## src/rtl/sdram_a_ref.sv

```systemverilog
// SDRAM auto-refresh controller: requests a refresh slot every interval, then issues
// precharge-all followed by AR_NUM auto-refresh commands with tRP/tRC spacing.
module sdram_a_ref #(
    parameter logic [9:0] CNT_REF_MAX = 10'd749,
    parameter logic [2:0] TRP_CLK     = 3'd2,
    parameter logic [2:0] TRC_CLK     = 3'd7,
    parameter logic [1:0] AR_NUM      = 2'd2
) (
    input  logic        sys_clk,
    input  logic        sys_rst_n,
    input  logic        init_end,
    input  logic        aref_en,
    output logic        aref_req,
    output logic [3:0]  aref_cmd,
    output logic [1:0]  aref_ba,
    output logic [10:0] aref_addr,
    output logic        aref_end
);

    localparam logic [3:0] CMD_P_CHARGE = 4'b0010;
    localparam logic [3:0] CMD_AUTO_REF = 4'b0001;
    localparam logic [3:0] CMD_NOP      = 4'b0111;

    typedef enum logic [2:0] {
        AREF_IDLE,
        AREF_PCH,
        AREF_TRP,
        AUTO_REF,
        AREF_TRF,
        AREF_END
    } state_t;

    state_t      state;
    logic [9:0]  cnt_ref;
    logic [2:0]  cnt_clk;
    logic [1:0]  cnt_aref;
    logic        ref_wrap;
    logic        grant;

    assign ref_wrap = init_end && (cnt_ref == CNT_REF_MAX);
    assign grant    = (state == AREF_IDLE) && aref_req && aref_en;
    assign aref_end = (state == AREF_END);

    // Interval timer is free-running once init is done, even during a burst.
    // NOTE: all clocked state uses non-blocking assignments so every register
    // samples pre-edge values regardless of statement order.
    always_ff @(posedge sys_clk or negedge sys_rst_n) begin
        if (!sys_rst_n) begin
            cnt_ref  <= '0;
            aref_req <= 1'b0;
        end else begin
            if (!init_end || ref_wrap)
                cnt_ref <= '0;
            else
                cnt_ref <= cnt_ref + 10'd1;

            // A wrap on the grant edge keeps the request pending.
            if (ref_wrap)
                aref_req <= 1'b1;
            else if (grant)
                aref_req <= 1'b0;
        end
    end

    always_ff @(posedge sys_clk or negedge sys_rst_n) begin
        if (!sys_rst_n) begin
            state     <= AREF_IDLE;
            cnt_clk   <= '0;
            cnt_aref  <= '0;
            aref_cmd  <= CMD_NOP;
            aref_ba   <= 2'b11;
            aref_addr <= 11'h7ff;
        end else begin
            aref_ba   <= 2'b11;
            aref_addr <= 11'h7ff;

            // Commands lag their state by one clock.
            case (state)
                AREF_PCH: aref_cmd <= CMD_P_CHARGE;
                AUTO_REF: aref_cmd <= CMD_AUTO_REF;
                default:  aref_cmd <= CMD_NOP;
            endcase

            // Single-cycle states restart the wait counter so each wait state
            // sees the full 0..compare range.
            case (state)
                AREF_IDLE: begin
                    cnt_clk  <= '0;
                    cnt_aref <= '0;
                    if (grant)
                        state <= AREF_PCH;
                end
                AREF_PCH: begin
                    cnt_clk <= '0;
                    state   <= AREF_TRP;
                end
                AREF_TRP: begin
                    if (cnt_clk == TRP_CLK) begin
                        cnt_clk <= '0;
                        state   <= AUTO_REF;
                    end else begin
                        cnt_clk <= cnt_clk + 3'd1;
                    end
                end
                AUTO_REF: begin
                    cnt_clk  <= '0;
                    cnt_aref <= cnt_aref + 2'd1;
                    state    <= AREF_TRF;
                end
                AREF_TRF: begin
                    if (cnt_clk == TRC_CLK) begin
                        cnt_clk <= '0;
                        state   <= (cnt_aref == AR_NUM) ? AREF_END : AUTO_REF;
                    end else begin
                        cnt_clk <= cnt_clk + 3'd1;
                    end
                end
                AREF_END: begin
                    cnt_clk <= '0;
                    state   <= AREF_IDLE;
                end
                default: begin
                    cnt_clk <= '0;
                    state   <= AREF_IDLE;
                end
            endcase
        end
    end

endmodule
```

## config.mk

```make
export PLATFORM = sky130hd
export DESIGN_NAME = sdram_a_ref
export DESIGN_NICKNAME = d
export VERILOG_FILES = /design/src/rtl/sdram_a_ref.sv
export SDC_FILE = /design/constraint.sdc
export NUM_CORES = 1
export LEC_CHECK = 0
export CAP_MARGIN = 15
export CORE_UTILIZATION = 29
export CTS_BUF_LIST = sky130_fd_sc_hd__clkbuf_2
export DETAILED_ROUTE_END_ITERATION = 6
export SLEW_MARGIN = 40
export SYNTH_ARGS = -nofsm -noshare
export SYNTH_HDL_FRONTEND = slang
export SYNTH_SLANG_ARGS = --single-unit
```

## constraint.sdc

```tcl
create_clock -name sys_clk -period 3.3 [get_ports sys_clk]
set_clock_uncertainty 0.1 [all_clocks]
set_input_delay 0.495 -clock sys_clk [delete_from_list [all_inputs] [get_ports sys_clk]]
set_output_delay 0.495 -clock sys_clk [all_outputs]
set_load 0.03 [all_outputs]
```

==> reports/metrics.yaml <==
rsz0062_at_grt: "no"
yosys-top-cells-area: "dfrtp_1 (40%), buf_4 (8.7%), dfstp_2 (6.6%)"
nFillCells: 399
dp.cells: 175
crit_fanout: 11
placedInstanceArea_sq_um: 1270
post_synth_num_cell_types: 39
routed_wirelength_mm: 1.89
avgSynthCellArea_sq_um: 9.86
first_pass_iters: 4
syn_area_sq_um: 1200
ir_drop_mv: 0.174
netlist.area_leader.share_pct: 39.5
port_buffers: 8
critPathArrivalTime_ps: 1890
yosys_warnings: 0
first_global_vias: 779
antenna_found_initial: 0
synth_most_common_cell: "dfrtp_1"
drv_cap: 0
antennaDiodeCount: 0
gp_congestion: 0.781
period_share_pct: 75.3
cts_setup_buffers: 0
cp-end-kind: "primary output"
worstSkewPairLatency_ps: 330
worst-path-buf-inv: 1
cts_num_sinks: 22
finalWorstSetupSlack_ps: 814
synthTopCellsByCount: "dfrtp_1 (19), buf_4 (14), nor2_1 (10), inv_1 (9), ha_1 (6)"
crit_family: "buffers and inverters"
status: "finished, final reports clean"
hold_class: "flip-flop to flip-flop"
drv_slew: 0
synth_seq_cells: 22
post-place-ws_ps: 1210
place_hpwl_mm: 1.39
cts_tree: "yes"
die_area_sq_um: 4410
grtUsageTotal_pct: 9.81
crit_path_max_incr_delay_ps: 670
htree_levels: 1
crit_chain: "nand2b_1, nor2_1, clkdlybuf4s50_1"
die_w_um: 66.4
synth-edff-count: 0
async_flop_share_pct: 100
clockRootBuffer: "clkbuf_2"
regArea_sq_um: 554
vias: 810
rows: 23
power.density_nw_per_um2: 645
synth_largest_area_cell: "dfrtp_1"
num-nets-final: 141
grt_max_degree: 23
syn_to_final_growth_pct: 9.89
ant_nets: 0
hold_viol: 0
clockBufferDepth: 2
drtIter0Drc: 36
multi_input_area_sq_um: 537
instances_no_fill: 180
io_pins: 23
coreArea_sq_um: 4000
fin_area_sq_um: 1320
finalSetupViolCount: 0
start_kind: "flip-flop"
finalWorstPathRequiredPeriod_ps: 2490
fin_tns_setup_ps: 0
cp_slowest_cell: "clkdlybuf4s50_1"
ys_seq_area_share_pct: 46.1
leakagePower_nw: 0.594
drc_errors: 0
via_per_inst: 4.50
wire_per_inst_um: 10.5
cp.required_ps: 2700
clk_pin_slew_ps: 220
path_class: "flip-flop to primary output"
p_total_mw: 0.852
post_route_cells_drive_above_1_share_pct: 9.23
synthCells: 122
max_clock_freq_mhz: 402
start_util_pct: 30.1
die_h_um: 66.4
synth_ff_type: "dfrtp_1"
cts_buffers: 3
grt_overflow_total: 0
grt_pass1_wl_mm: 3.22
-- metal layers --
metal  wire (um)  global-route usage [%]
met1         843                    10.4
met2         941                    18.0
met3          85                    3.28
met4          17                    3.19
met5           0                       0
-- cells by family (layout without fill, tap and decap cells) --
logic type	Yosys count	after routing	synth area share [%]
adders and majority gates	6	6	6.24
muxes	1	1	0.832
other	2	14	0.625
and+or+nand+nor	37	37	17.3
DFF	22	22	46.1
xor gates and xnor gates	5	5	3.64
AOI/OAI and AO/OA	22	22	12.3
buffers and inverters	27	23	13.0
-- worst reg2reg max path: stages (launching register included) --
cell and delay [ps]:
dfrtp_1 450, ha_1 210, ha_1 190, or2_0 220, a21o_1 200, and3_1 170
-- where the power goes --
group          total [mW]  internal, mW  switching [mW]
logic               0.268         0.118           0.149
registers           0.395         0.331          0.0640
clock network       0.189         0.104          0.0845
total               0.852         0.554           0.298
-- timing repair --
item / 4_1_cts / 5_1_grt
hold buffers: 1 / 0
resized for setup: 0 / 0
hold endpoints to repair: 19 / 0
-- placed cells by master, fill, tap and decap left out, types with 4 or more instances in the layout --
cell type,synthesis,layout
a21oi_1,5,5
clkdlybuf4s50_1,0,7
conb_1,2,14
dfrtp_1,19,19
ha_1,6,6
inv_1,9,9
nand2_1,5,5
nand2b_1,5,5
nand3_1,4,4
nor2_1,10,10
-- final timing paths --
check                      cells past startpoint  slack (ps)               endpoint            startpoint
max                                            3         810               aref_end  state[1]$_DFFE_PN0P_
min                                            1         380   cnt_clk[0]$_DFF_PN0_  cnt_clk[0]$_DFF_PN0_
max reg2reg                                    5        1700   state[0]$_DFFE_PN0P_  cnt_clk[0]$_DFF_PN0_
min reg2reg                                    1         380   cnt_clk[0]$_DFF_PN0_  cnt_clk[0]$_DFF_PN0_
max in group asynchronous                      2        2230  aref_cmd[2]$_DFF_PN1_             sys_rst_n
min in group asynchronous                      2         520   cnt_ref[2]$_DFF_PN0_             sys_rst_n
-- sequential cells by signal (all words and copies together), names as in the netlist --
signal / cells
cnt_ref: 10
aref_cmd: 3
cnt_clk: 3
state: 3
cnt_aref: 2
aref_req: 1
-- metrics by stage --
step                utilization (%)  hold slack, ps
floorplan                         -            99.4
global placement               31.8             345
detailed placement             31.7             358
CTS                            33.0             385
global route                   33.0             400
finish                         33.0             379
-- cell type report --
class,instances,area share (%)
clock buffer,3,1.14
timing repair buffer,9,6.44
tap,50,4.73
multi-input combinational,85,40.6
inverter,10,2.84
clock inverter,1,2.27
sequential,22,42.0
No activity file was read; power rests on OpenSTA's default activity.
